## src/rtl/pilha_pkg.sv

```systemverilog
// Shared types for the return-address / data stack: default sizes and the {push,pop} decode.
package pilha_pkg;

    localparam int WIDTH_PADRAO = 32;
    localparam int DEPTH_PADRAO = 16;

    typedef logic [WIDTH_PADRAO-1:0] word_t;

    typedef enum logic [1:0] {
        OP_NADA  = 2'b00,
        OP_POP   = 2'b01,
        OP_PUSH  = 2'b10,
        OP_TROCA = 2'b11
    } op_t;

    function automatic op_t decodifica(input logic push, input logic pop);
        return op_t'({push, pop});
    endfunction

endpackage

```

## src/rtl/pilha_borda.sv

```systemverilog
// Rising-edge detector for one control request; used only when PILHA_BORDA_EN is defined.
module pilha_borda (
    input  logic clk,
    input  logic reset,
    input  logic sinal,
    output logic pulso
);

    logic anterior;

    always_ff @(posedge clk or posedge reset) begin
        if (reset) anterior <= 1'b0;
        else       anterior <= sinal;
    end

    // Only the first posedge of a held request acts.
    assign pulso = sinal & ~anterior;

endmodule

```

## src/rtl/pilha_enderecos.sv

```systemverilog
// Hardware LIFO for return addresses and stack data, top read combinationally.
// Optional macro PILHA_BORDA_EN makes push/pop act on their rising edge only.
import pilha_pkg::*;

module pilha_enderecos #(
    parameter int WIDTH = WIDTH_PADRAO,
    parameter int DEPTH = DEPTH_PADRAO,
    parameter int PTR_W = $clog2(DEPTH) + 1
) (
    input  logic             clk,
    input  logic             reset,
    input  logic             push,
    input  logic             pop,
    input  logic [WIDTH-1:0] dado_in,
    output logic [WIDTH-1:0] topo,
    output logic [PTR_W-1:0] nivel,
    output logic             vazia,
    output logic             cheia,
    output logic             erro
);

    localparam int IDX_W = $clog2(DEPTH);

    logic [WIDTH-1:0] mem [DEPTH];
    logic [PTR_W-1:0] nivel_q;
    logic [PTR_W-1:0] nivel_prox;
    logic [PTR_W-1:0] topo_ptr;
    logic             erro_q;
    logic             erro_set;
    logic             escreve;
    logic [IDX_W-1:0] end_escrita;
    logic             push_ef;
    logic             pop_ef;
    op_t              op;

`ifdef PILHA_BORDA_EN
    pilha_borda u_borda_push (
        .clk   (clk),
        .reset (reset),
        .sinal (push),
        .pulso (push_ef)
    );

    pilha_borda u_borda_pop (
        .clk   (clk),
        .reset (reset),
        .sinal (pop),
        .pulso (pop_ef)
    );
`else
    assign push_ef = push;
    assign pop_ef  = pop;
`endif

    assign topo_ptr = nivel_q - PTR_W'(1);
    assign vazia    = (nivel_q == '0);
    assign cheia    = (nivel_q == PTR_W'(DEPTH));
    assign nivel    = nivel_q;
    assign erro     = erro_q;
    assign topo     = vazia ? '0 : mem[topo_ptr[IDX_W-1:0]];

    // Illegal operations are dropped, so nivel never wraps.
    always_comb begin
        op          = decodifica(push_ef, pop_ef);
        escreve     = 1'b0;
        end_escrita = nivel_q[IDX_W-1:0];
        nivel_prox  = nivel_q;
        erro_set    = 1'b0;
        case (op)
            OP_PUSH: begin
                if (cheia) begin
                    erro_set = 1'b1;
                end else begin
                    escreve    = 1'b1;
                    nivel_prox = nivel_q + PTR_W'(1);
                end
            end
            OP_POP: begin
                if (vazia) erro_set = 1'b1;
                else       nivel_prox = topo_ptr;
            end
            OP_TROCA: begin
                escreve = 1'b1;
                if (vazia) nivel_prox = nivel_q + PTR_W'(1);
                else       end_escrita = topo_ptr[IDX_W-1:0];
            end
            default: ;
        endcase
    end

    always_ff @(posedge clk or posedge reset) begin
        if (reset) begin
            nivel_q <= '0;
            erro_q  <= 1'b0;
        end else begin
            nivel_q <= nivel_prox;
            if (erro_set) erro_q <= 1'b1;
        end
    end

    // Storage is not cleared by reset, but a write on a reset edge is suppressed.
    always_ff @(posedge clk) begin
        if (!reset && escreve) mem[end_escrita] <= dado_in;
    end

endmodule

```

## config.mk

```make
export PLATFORM = sky130hd
export DESIGN_NAME = pilha_enderecos
export DESIGN_NICKNAME = d
export VERILOG_FILES = /design/src/rtl/pilha_pkg.sv /design/src/rtl/pilha_borda.sv /design/src/rtl/pilha_enderecos.sv
export SDC_FILE = /design/constraint.sdc
export NUM_CORES = 1
export LEC_CHECK = 0
export BUFFER_PORTS_ARGS = -buffer_cell sky130_fd_sc_hd__buf_2
export CAP_MARGIN = 20
export CELL_PAD_IN_SITES_DETAIL_PLACEMENT = 0
export CELL_PAD_IN_SITES_GLOBAL_PLACEMENT = 1
export CORE_AREA = 2 2 206 208
export DETAILED_ROUTE_END_ITERATION = 8
export DIE_AREA = 0 0 208 210
export GPL_TIMING_DRIVEN = 0
export PLACE_DENSITY_LB_ADDON = 0.25
export SYNTH_ARGS = -nofsm -noshare
export SYNTH_HDL_FRONTEND = slang
export SYNTH_HIERARCHICAL = 1
export SYNTH_SLANG_ARGS = --single-unit
```

## constraint.sdc

```tcl
create_clock -name clk -period 4 [get_ports clk]
set_input_delay 0.6 -clock clk [delete_from_list [all_inputs] [get_ports clk]]
set_output_delay 0.6 -clock clk [all_outputs]
set_load 0.005 [all_outputs]
```

# Yosys cells after proc, flatten, opt, wreduce, memory -nomap -nowiden
# Memory sizes are Yosys's and may differ from the RTL's.
# Cells that the tools add are included.
classes:
  n_addsub: 2
  n_mul: 0
  div: 0
  order_cmp: 0
  n_eq_ne: 7
  n_shift: 0
  mux: 14
  bitwise_logic: 0
  n_reduce_logical: 5
ops:
  columns: ["op", "count"]
  rows:
  - ["2-to-1 mux 32 bit", 1]
  - ["2-to-1 mux 5 bit", 3]
  - ["case mux 5 bit (3 select lines)", 1]
  - ["2-to-1 mux 4 bit", 2]
  - ["!= test 2 bit (second input constant)", 3]
  - ["adder 5 x 1 -> 5 bit (second input constant)", 1]
  - ["equality test 5 bit (second input constant)", 1]
  - ["zero test 5 bit", 1]
  - ["2-to-1 mux 1 bit", 5]
  - ["subtractor 5 x 1 -> 5 bit (second input constant)", 1]
  - ["equality test 2 bit (second input constant)", 2]
  - ["case mux 1 bit (2 select lines)", 2]
  - ["AND reduction 4 bit", 1]
  - ["nonzero test 3 bit", 1]
  - ["equality test 2 x 1 -> 1 bit (second input constant)", 1]
  - ["logical AND 1 bit", 1]
  - ["zero test 1 bit", 1]
word_totals:
  register_bits: 6
  latchBits: 0
  ramBits: 512
  rom_bits: 0
  in_bits: 36
  out_inout_bits: 40
  wordCells: 31
  mem_count: 1
memory_table:
  columns: ["memory", "depth", "word_bits", "rd", "rd_clocked_by_memory_dff", "wr", "line_no", "rtl"]
  rows:
  - ["mem", 16, 32, 1, 0, 1, "pilha_enderecos.sv:24", "logic [WIDTH-1:0] mem [DEPTH];"]

# Depth between registers and ports, before layout
# Gate-level depths: netlist of run 1.
depth:
  word_depth: 6
  depth_mapped: 10

# Worst setup path after synthesis of run 1
# Ideal clock, no wire load.
synth_path:
  kind: "register to register"
  from: "register nivel_q[0], in the netlist nivel[0]"
  to: "memory mem[12][0] (netlist bit) (enable)"
  setup_time_ns: 0.421
  t_arrival_ns: 3.546
  slack_ns: 0.033
  path_stages_with_launch: 11
  path_buffers: 5
  period_less_slack_ns: 3.967
  cell_sequence: "dfrtp_1 buf_2 buf_2 inv_1 ha_1 buf_2 buf_2 buf_1 and4_1 a31oi_1 nor2_1"
synth_via:
  elab_chain_cells: 6
  word_cells_on_any_way: 10
  cone_classes: "add/sub (1); eq/ne (1); mux (6); reduce/logical (2)"
synth_rtl:
  columns: ["element", "line_no", "rtl"]
  rows:
  - ["from (decl)", "pilha_enderecos.sv:25", "logic [PTR_W-1:0] nivel_q;"]
  - ["from (signal assigned)", "pilha_enderecos.sv:96", "nivel_q <= nivel_prox;"]
  - ["equality test 5 bit", "pilha_enderecos.sv:57", "assign cheia = (nivel_q == PTR_W'(DEPTH));"]
  - ["2-to-1 mux 1 bit", "pilha_enderecos.sv:71", "if (cheia) begin"]
  - ["case mux 1 bit (2 select lines)", "pilha_enderecos.sv:69", "case (op)"]
  - ["logical AND 1 bit", "pilha_enderecos.sv:103", "if (!reset && escreve) mem[end_escrita] <= dado_in;"]
  - ["2-to-1 mux 1 bit", "pilha_enderecos.sv:103", null]
  - ["2-to-1 mux 1 bit (implied by the code)", "pilha_enderecos.sv:103", null]
  - ["to (decl)", "pilha_enderecos.sv:24", null]
# Parallel ways exist; a longest one is shown, timed or not.

# Worst setup path in the final report of run 1
layout_path:
  from: "register nivel_q[0], in the netlist nivel[0]"
  to: "output port topo[11]"
layout_via:
  elab_chain_cells: 3
  word_cells_on_any_way: 4
  cone_classes: "add/sub (1); mux (1); reduce/logical (1); memory (1)"
layout_rtl:
  columns: ["element", "line_no", "rtl"]
  rows:
  - ["subtractor 5 x 1 -> 5 bit", "pilha_enderecos.sv:55", "assign topo_ptr = nivel_q - PTR_W'(1);"]
  - ["memory (16 x 32 bit)", null, null]
  - ["2-to-1 mux 32 bit *", "pilha_enderecos.sv:60", "assign topo = vazia ? '0 : mem[topo_ptr[IDX_W-1:0]];"]
  - ["to (decl)", "pilha_enderecos.sv:15", "output logic [WIDTH-1:0] topo,"]
# Mark *: on every way between the ends. The rest lies on a longest branch, timed or not.

==> summary.txt, run 1 <==
Status
  • Status: finished, final reports clean

Clock tree
  • CTS root buffer: clkbuf_16
  • CTS Buf Count: 53
  • Clock latency on the worst-skew pair: roughly 0.59 ns
  • Buffer depth of the longest clock path: 3
  • Clock Sinks: about 520
  • H-tree levels: 2
  • Reg clk slew, reported paths: roughly 0.06 ns
  • CTS tree: yes

Pwr
  • PwrDens: a little under 800 mW/mm^2
  • Peak supply drop: 0.000409 V
  • P_leak: about 0.0076 uW

Timing
  • Slew Viols, Final: 0
  • Crit path time final: 3.91 ns
  • Setup violators final: 0
  • Post-route clock skew: 0.0142 ns
  • Final Hold Vio Count: 0
  • Fin crit share: between 90% and 100%
  • Highest Clock Rate: between 200 and 300 MHz
  • Unrepaired setup endpoints after global routing: yes
  • Setup WS post-layout: around 0.092 ns
  • Worst slew pin tran: roughly 0.99 ns
  • Max transition margin: between 30% and 40%
  • Hold WS: approximately 0.38 ns
  • Setup TNS: 0 ns

Cells and area
  • Share of cells above drive strength 1: around a third
  • Area delta synth->final: 16.9%
  • N_diodes: 0
  • Nets: approximately 1100
  • Filler Cells Inserted: 3100
  • Final instance area: between 0.02 and 0.025 mm^2

Logic synthesis
  • Register area share after synthesis: 77.2%
  • Synth top area share: around three quarters
  • Post-synth EDFFs: between 500 and 600
  • Post-synthesis net count: ~960
  • Largest cells by area after synthesis: edfxtp_1, mux4_2, mux2i_1, nor2_1, o32ai_1
  • Most common cell in the netlist: edfxtp_1
  • Cell taking the most area after synthesis: edfxtp_1
  • Mapped Cells: 914
  • Syn. warnings: 6
  • Unique masters post-synth: 43
  • Post-synth top cells: edfxtp_1, mux4_2, nor2_1, mux2i_1, o32ai_1
  • Post-synthesis instance area: around 0.02 mm^2
  • Flops & latches, synth: 518
  • Post-Syn Area per Cell: 22.0 um^2
  • Top FF cell, synth: edfxtp_1
  • Asr flop ratio synth: under 10%

Run
  • Max Cap Viol: 0

Critical path
  • CP required: ~3.4 ns
  • Worst setup SP type: flop
  • WS Path Type: flop to output port
  • Reg2reg path depth: 10
  • Crit Path Max Fanout: 10
  • R2R setup slack: between 0.3 and 0.4 ns
  • Crit-path slowest cell: dfrtp_2
  • Worst EP arrival: 3.31 ns
  • WP buf/inv: 5
  • CP max stage delay: roughly 0.45 ns
  • Reg2reg start: nivel[0]
  • Crit path max-delay family: buffers and inverters
  • Setup crit end kind: output port
  • Crit-path most repeated cell: buf_6
  • Worst r2r dst: mem[12][16]
  • Critical-path cell list: buf_6, buf_6, inv_1, ha_2, xor2_4, clkbuf_4, nor2_1, o32ai_1, buf_2

Routing
  • Routed Antenna Nets: 0
  • Total number of vias: roughly 9600
  • Vias/cell: roughly 6
  • DRT Pass-1 Iters: 5
  • Iteration-0 DRC Markers: about 960
  • Per-cell routed wire length: roughly 26 um
  • Remaining DRCs: 0
  • DRT Wirelength: roughly 43000 um

Die
  • Width of the die: approximately 210 um
  • Placeable Area: 0.0415 mm^2
  • Die ar.: 0.0437 mm^2
  • Row count: 75
  • Die H: approximately 210 um
  • Initial Utilization: 48.5%
  • # IOs: 76

GRT
  • First-pass GRT wire length: roughly 66000 um
  • Largest net degree at the start of global routing: 22
  • GR Overflow Total: 0
  • All-Layer GR Usage: just over 20%
  • Vias in the first global route: approximately 10000
  • Antenna violations before repair: 1

Hold path
  • Hold Crit Start: dado_in[16]
  • Hold Path Depth: 1
  • Hold crit path type: input port to flop
  • WHS Endpoint: mem[8][16]

Placement
  • DP Worst Slack: -0.667 ns
  • Gpl congestion: between 0.7 and 0.8
  • DP Area: ~0.022 mm^2
  • Port buffer count: 75
  • Post-DP HPWL: between 20000 and 30000 um
## kinds of logic (layout without fill, tap and decap cells)
group / Yosys count / count (layout) / share of synthesized area (%)
AO/OA/AOI/OAI: 52 / 52 / 2.20
multiplexers: 162 / 162 / 16.0
flip-flops: 518 / 518 / 77.2
buffers and inverters: 59 / 252 / 1.31
AND/OR/NAND/NOR: 109 / 109 / 2.42
adder cells (fa/ha/maj): 7 / 7 / 0.436
XOR/XNOR: 7 / 7 / 0.342
## layout make-up
cell class / count / area, um^2 / share of cell area [%]
sequential: 518 / 15500 / 66.1
clock inverter: 33 / 213 / 0.905
inverter: 7 / 26.3 / 0.112
clock buffer: 66 / 1420 / 6.03
multi-input combinational: 337 / 4530 / 19.3
buffer: 51 / 367 / 1.56
timing repair buffer: 95 / 748 / 3.18
tap: 539 / 674 / 2.87
## per-layer routing
metal  global-route usage (%)  wire length (um)  up-vias
met3                     3.68              2260       58
met1                     29.4             19300     5147
met5                        0                13        -
li1                         -                 -     4145
met4                     4.77               633        2
met2                     33.2             21200      247
## through the flow
stage	util (%)	instances	total power [uW]
CTS	56.5	1645	18600
global placement	51.0	1528	13500
global route	56.7	1646	19400
finish	56.7	1646	18500
detailed placement	52.1	1544	13600
floorplan	-	914	10900
## layout by cell type, fill, tap and decap left out, types with 6 or more instances in the layout
master     instances
buf_12            16
buf_2             92
buf_6              6
clkbuf_1          13
clkbuf_16         55
clkbuf_2           7
clkbuf_4          10
clkinv_1          14
clkinv_2          13
edfxtp_1         512
ha_1               6
inv_1              7
mux2i_1           27
mux4_2           128
nor2_1            68
nor2_4            16
o32ai_1           28
## where the power goes
group | internal (uW) | total (uW) | switching, uW
sequential | 6270 | 6350 | 79.2
combinational | 3360 | 7480 | 4120
clock | 2640 | 4660 | 2020
total | 12300 | 18500 | 6230
## registers in the layout, summed over array words and instances (netlist names)
name,cells
erro,1
mem,512
nivel,5
## how the worst max path moves through the flow
stage	startpoint	to	slack [ns]	depth (start not counted)
floorplan	nivel[0]	mem[12][0]	0.03	10
global route	nivel[0]	topo[12]	-0.04	9
finish	nivel[0]	topo[11]	0.09	9
detailed placement	nivel[0]	mem[12][16]	-0.67	11
CTS	nivel[0]	topo[21]	0.03	10
global placement	nivel[0]	mem[1][13]	-2.85	10
## what timing repair did
item / CTS / global route
endpoints found under the setup margin: 544 / 31
pin swaps: 1 / 0
setup buffers: 2 / 1
endpoints found under the hold margin: 6 / 0
hold buffers: 1 / 0
gates resized for setup: 65 / 14
Power figures use the tool's default switching activity.
==> run 2, diff against run 1 <==
==> constraint.sdc (replaced) <==
create_clock -name clk -period 4 [get_ports clk]
set_input_delay 0.6 -clock clk [delete_from_list [all_inputs] [get_ports clk]]
set_output_delay 0.6 -clock clk [all_outputs]
set_load 0.05 [all_outputs]
==> run 2 against run 1 <==
  * Non-clock buffer count unchanged
  * Wire length up 2.2%
  * Highest routed layer unchanged
  * Sequential share of layout area down 0.93 points
==> summary.txt, run 2 (same netlist as run 1, synthesis figures left out) <==
Die
  • Width of the die: 208 um (unchanged)
  • Die H: 210 um (unchanged)
  • Row count: 75 (unchanged)
  • Initial Utilization: 48.5% (unchanged)
  • Placeable Area: 0.0415 mm^2 (unchanged)
  • Die ar.: 0.0437 mm^2 (unchanged)
  • # IOs: 76 (unchanged)

Routing
  • DRT Wirelength: 44300 um (+2.2%)
  • Routed Antenna Nets: 0 (unchanged)
  • Vias/cell: 5.90 (+1.1%)
  • Total number of vias: 9684 (+0.89%)
  • DRT Pass-1 Iters: 5 (unchanged)
  • Remaining DRCs: 0 (unchanged)
  • Per-cell routed wire length: 27.0 um (+2.5%)
  • Iteration-0 DRC Markers: 789 (-17%)

Timing
  • Slew Viols, Final: 0 (unchanged)
  • Unrepaired setup endpoints after global routing: no
  • Setup violators final: 0 (unchanged)
  • Max transition margin: 34.0% (+0.32 points)
  • Highest Clock Rate: 258 MHz (+0.67%)
  • Fin crit share: 97.1% (-0.65 points)
  • Crit path time final: 3.88 ns (-0.0260 ns)
  • Final Hold Vio Count: 0 (unchanged)
  • Hold WS: 0.376 ns (-0.00649 ns)
  • Post-route clock skew: 0.0191 ns (+0.00489 ns)
  • Setup WS post-layout: 0.118 ns (+0.0260 ns)
  • Worst slew pin tran: 0.986 ns (-0.00476 ns)

Cells and area
  • Most frequent cells in the layout: edfxtp_1, mux4_2, buf_2, nor2_1, clkbuf_16
  • Largest Register: mem
  • Largest register FFs: 512 (unchanged)
  • Share of cells above drive strength 1: 38.0% (+3.3 points)
  • Commonest non-fill, non-tap cell in the layout: edfxtp_1
  • Area delta synth->final: 18.6%
  • Nets: 1105 (-0.090%)
  • Filler Cells Inserted: 3059 (-1.3%)

Hold path
  • Hold Crit Start: dado_in[1]
  • Hold Path Depth: 1 (unchanged)
  • WHS Endpoint: mem[0][1]
  • Hold crit path type: input port to flop

Critical path
  • Setup crit end kind: output port
  • Worst EP arrival: 3.28 ns (-0.03 ns)
  • Reg2reg start: nivel[1]
  • Crit-path slowest cell: dfrtp_1
  • Worst r2r dst: mem[5][11]
  • Reg2reg path depth: 9 (-1)
  • Critical-path cell list: clkbuf_1, inv_1, ha_1, buf_4, buf_8, buf_6, mux4_2, mux2i_2, o32ai_2, buf_2
  • WS Path Type: flop to output port
  • Crit Path Max Fanout: 10 (unchanged)
  • CP required: 3.40 ns (about the same)
  • R2R setup slack: 0.37 ns (about the same)
  • CP max stage delay: 0.38 ns (-0.07 ns)
  • Worst setup SP type: flop

Clock tree
  • H-tree levels: 2 (unchanged)
  • Clock Sinks: 518 (unchanged)
  • CTS root buffer: clkbuf_16
  • Buffer depth of the longest clock path: 3 (unchanged)
  • Reg clk slew, reported paths: 0.06 ns (about the same)
  • CTS Buf Count: 52 (-1.9%)
  • CTS tree: yes
  • Clock latency on the worst-skew pair: 0.60 ns (about the same)

GRT
  • First-pass GRT wire length: 65700 um (+0.15%)
  • Antenna violations before repair: 2 (+1)
  • Vias in the first global route: 9877 (-2.8%)
  • GR Overflow Total: 0 (unchanged)
  • Largest net degree at the start of global routing: 22 (unchanged)
  • All-Layer GR Usage: 20.8% (+0.31 points)

Placement
  • Port buffer count: 75 (unchanged)
  • DP Worst Slack: -0.635 ns (+0.0326 ns)
  • Post-DP HPWL: 27700 um (about the same)
  • Gpl congestion: 0.725 (-0.82%)

Run
  • Max Cap Viol: 0 (unchanged)

Status
  • Status: finished, final reports clean
[run 2: cell count changes in the layout (fill, tap and decap cells not counted), moves of 4 or more]
cell | before | now
mux2i_1 | 27 | 20
o32ai_2 | 4 | 31
o32ai_1 | 28 | 0
mux2i_2 | 4 | 10
buf_2 | 92 | 86
clkbuf_4 | 10 | 14
clkinv_2 | 13 | 8
clkinv_1 | 14 | 9
[run 2: per-layer routing]
layer	global-route usage, %	share of wire (%)
met1	30.3	44
met2	33.5	49
met3	3.19	5.2
met4	5.11	1.7
met5	0	0.029
[run 2: area by class of cell]
cell class                      instances  area, um^2  share of cell area, %
Clock inverter                         26         265                   1.11
Buffer                                 50         368                   1.54
Inverter                                7        30.0                  0.126
Sequential cell                       518       15500                   65.1
Timing Repair Buffer                   96         778                   3.26
Tap cell                              539         674                   2.83
Antenna cell                            1        2.50                 0.0105
Multi-Input combinational cell        337        4790                   20.1
Clock buffer                           68        1400                   5.89
[run 2: repair_timing]
item,4_1_cts,5_1_grt
pin swaps,1,0
hold buffers,1,0
setup endpoints to repair,544,29
setup buffers,4,0
endpoints found under the hold margin,6,0
resized for setup,80,31
[run 2: worst max path at each step]
stage	slack [ns]	cells after the start	endpoint	start
after floorplan	-0.31	10	mem[12][0]	nivel[0]
after global placement	-2.87	10	mem[12][13]	nivel[0]
after detailed placement	-0.63	11	mem[4][12]	nivel[0]
after CTS	0.04	11	topo[20]	nivel[0]
after global routing	0.01	10	topo[28]	nivel[1]
final	0.12	10	topo[29]	nivel[1]
[run 2: worst max-delay path: cells and delay by family (launching register included)]
kind | cells | cell delay, ns
adders and majority gates | 1 | 0.32
AOI/OAI and AO/OA | 1 | 0.12
DFF | 1 | 0.38
muxes | 2 | 0.58
buffers and inverters | 6 | 1.29
[run 2: through the flow]
stage / instance area [um^2] / util (%) / setup TNS [ns] / std cells
finish: 23800 / 57.5 / 0 / 1642
global route: 23800 / 57.5 / 0 / 1641
CTS: 23800 / 57.3 / 0 / 1642
detailed placement: 21800 / 52.7 / -221.96 / 1544
global placement: 21400 / 51.6 / -1286.36 / 1528
floorplan: 20300 / - / -152.00 / 914
Power of run 2 is not shown: default switching activity piles up to over one toggle a cycle in this logic, so the estimate is an artifact.
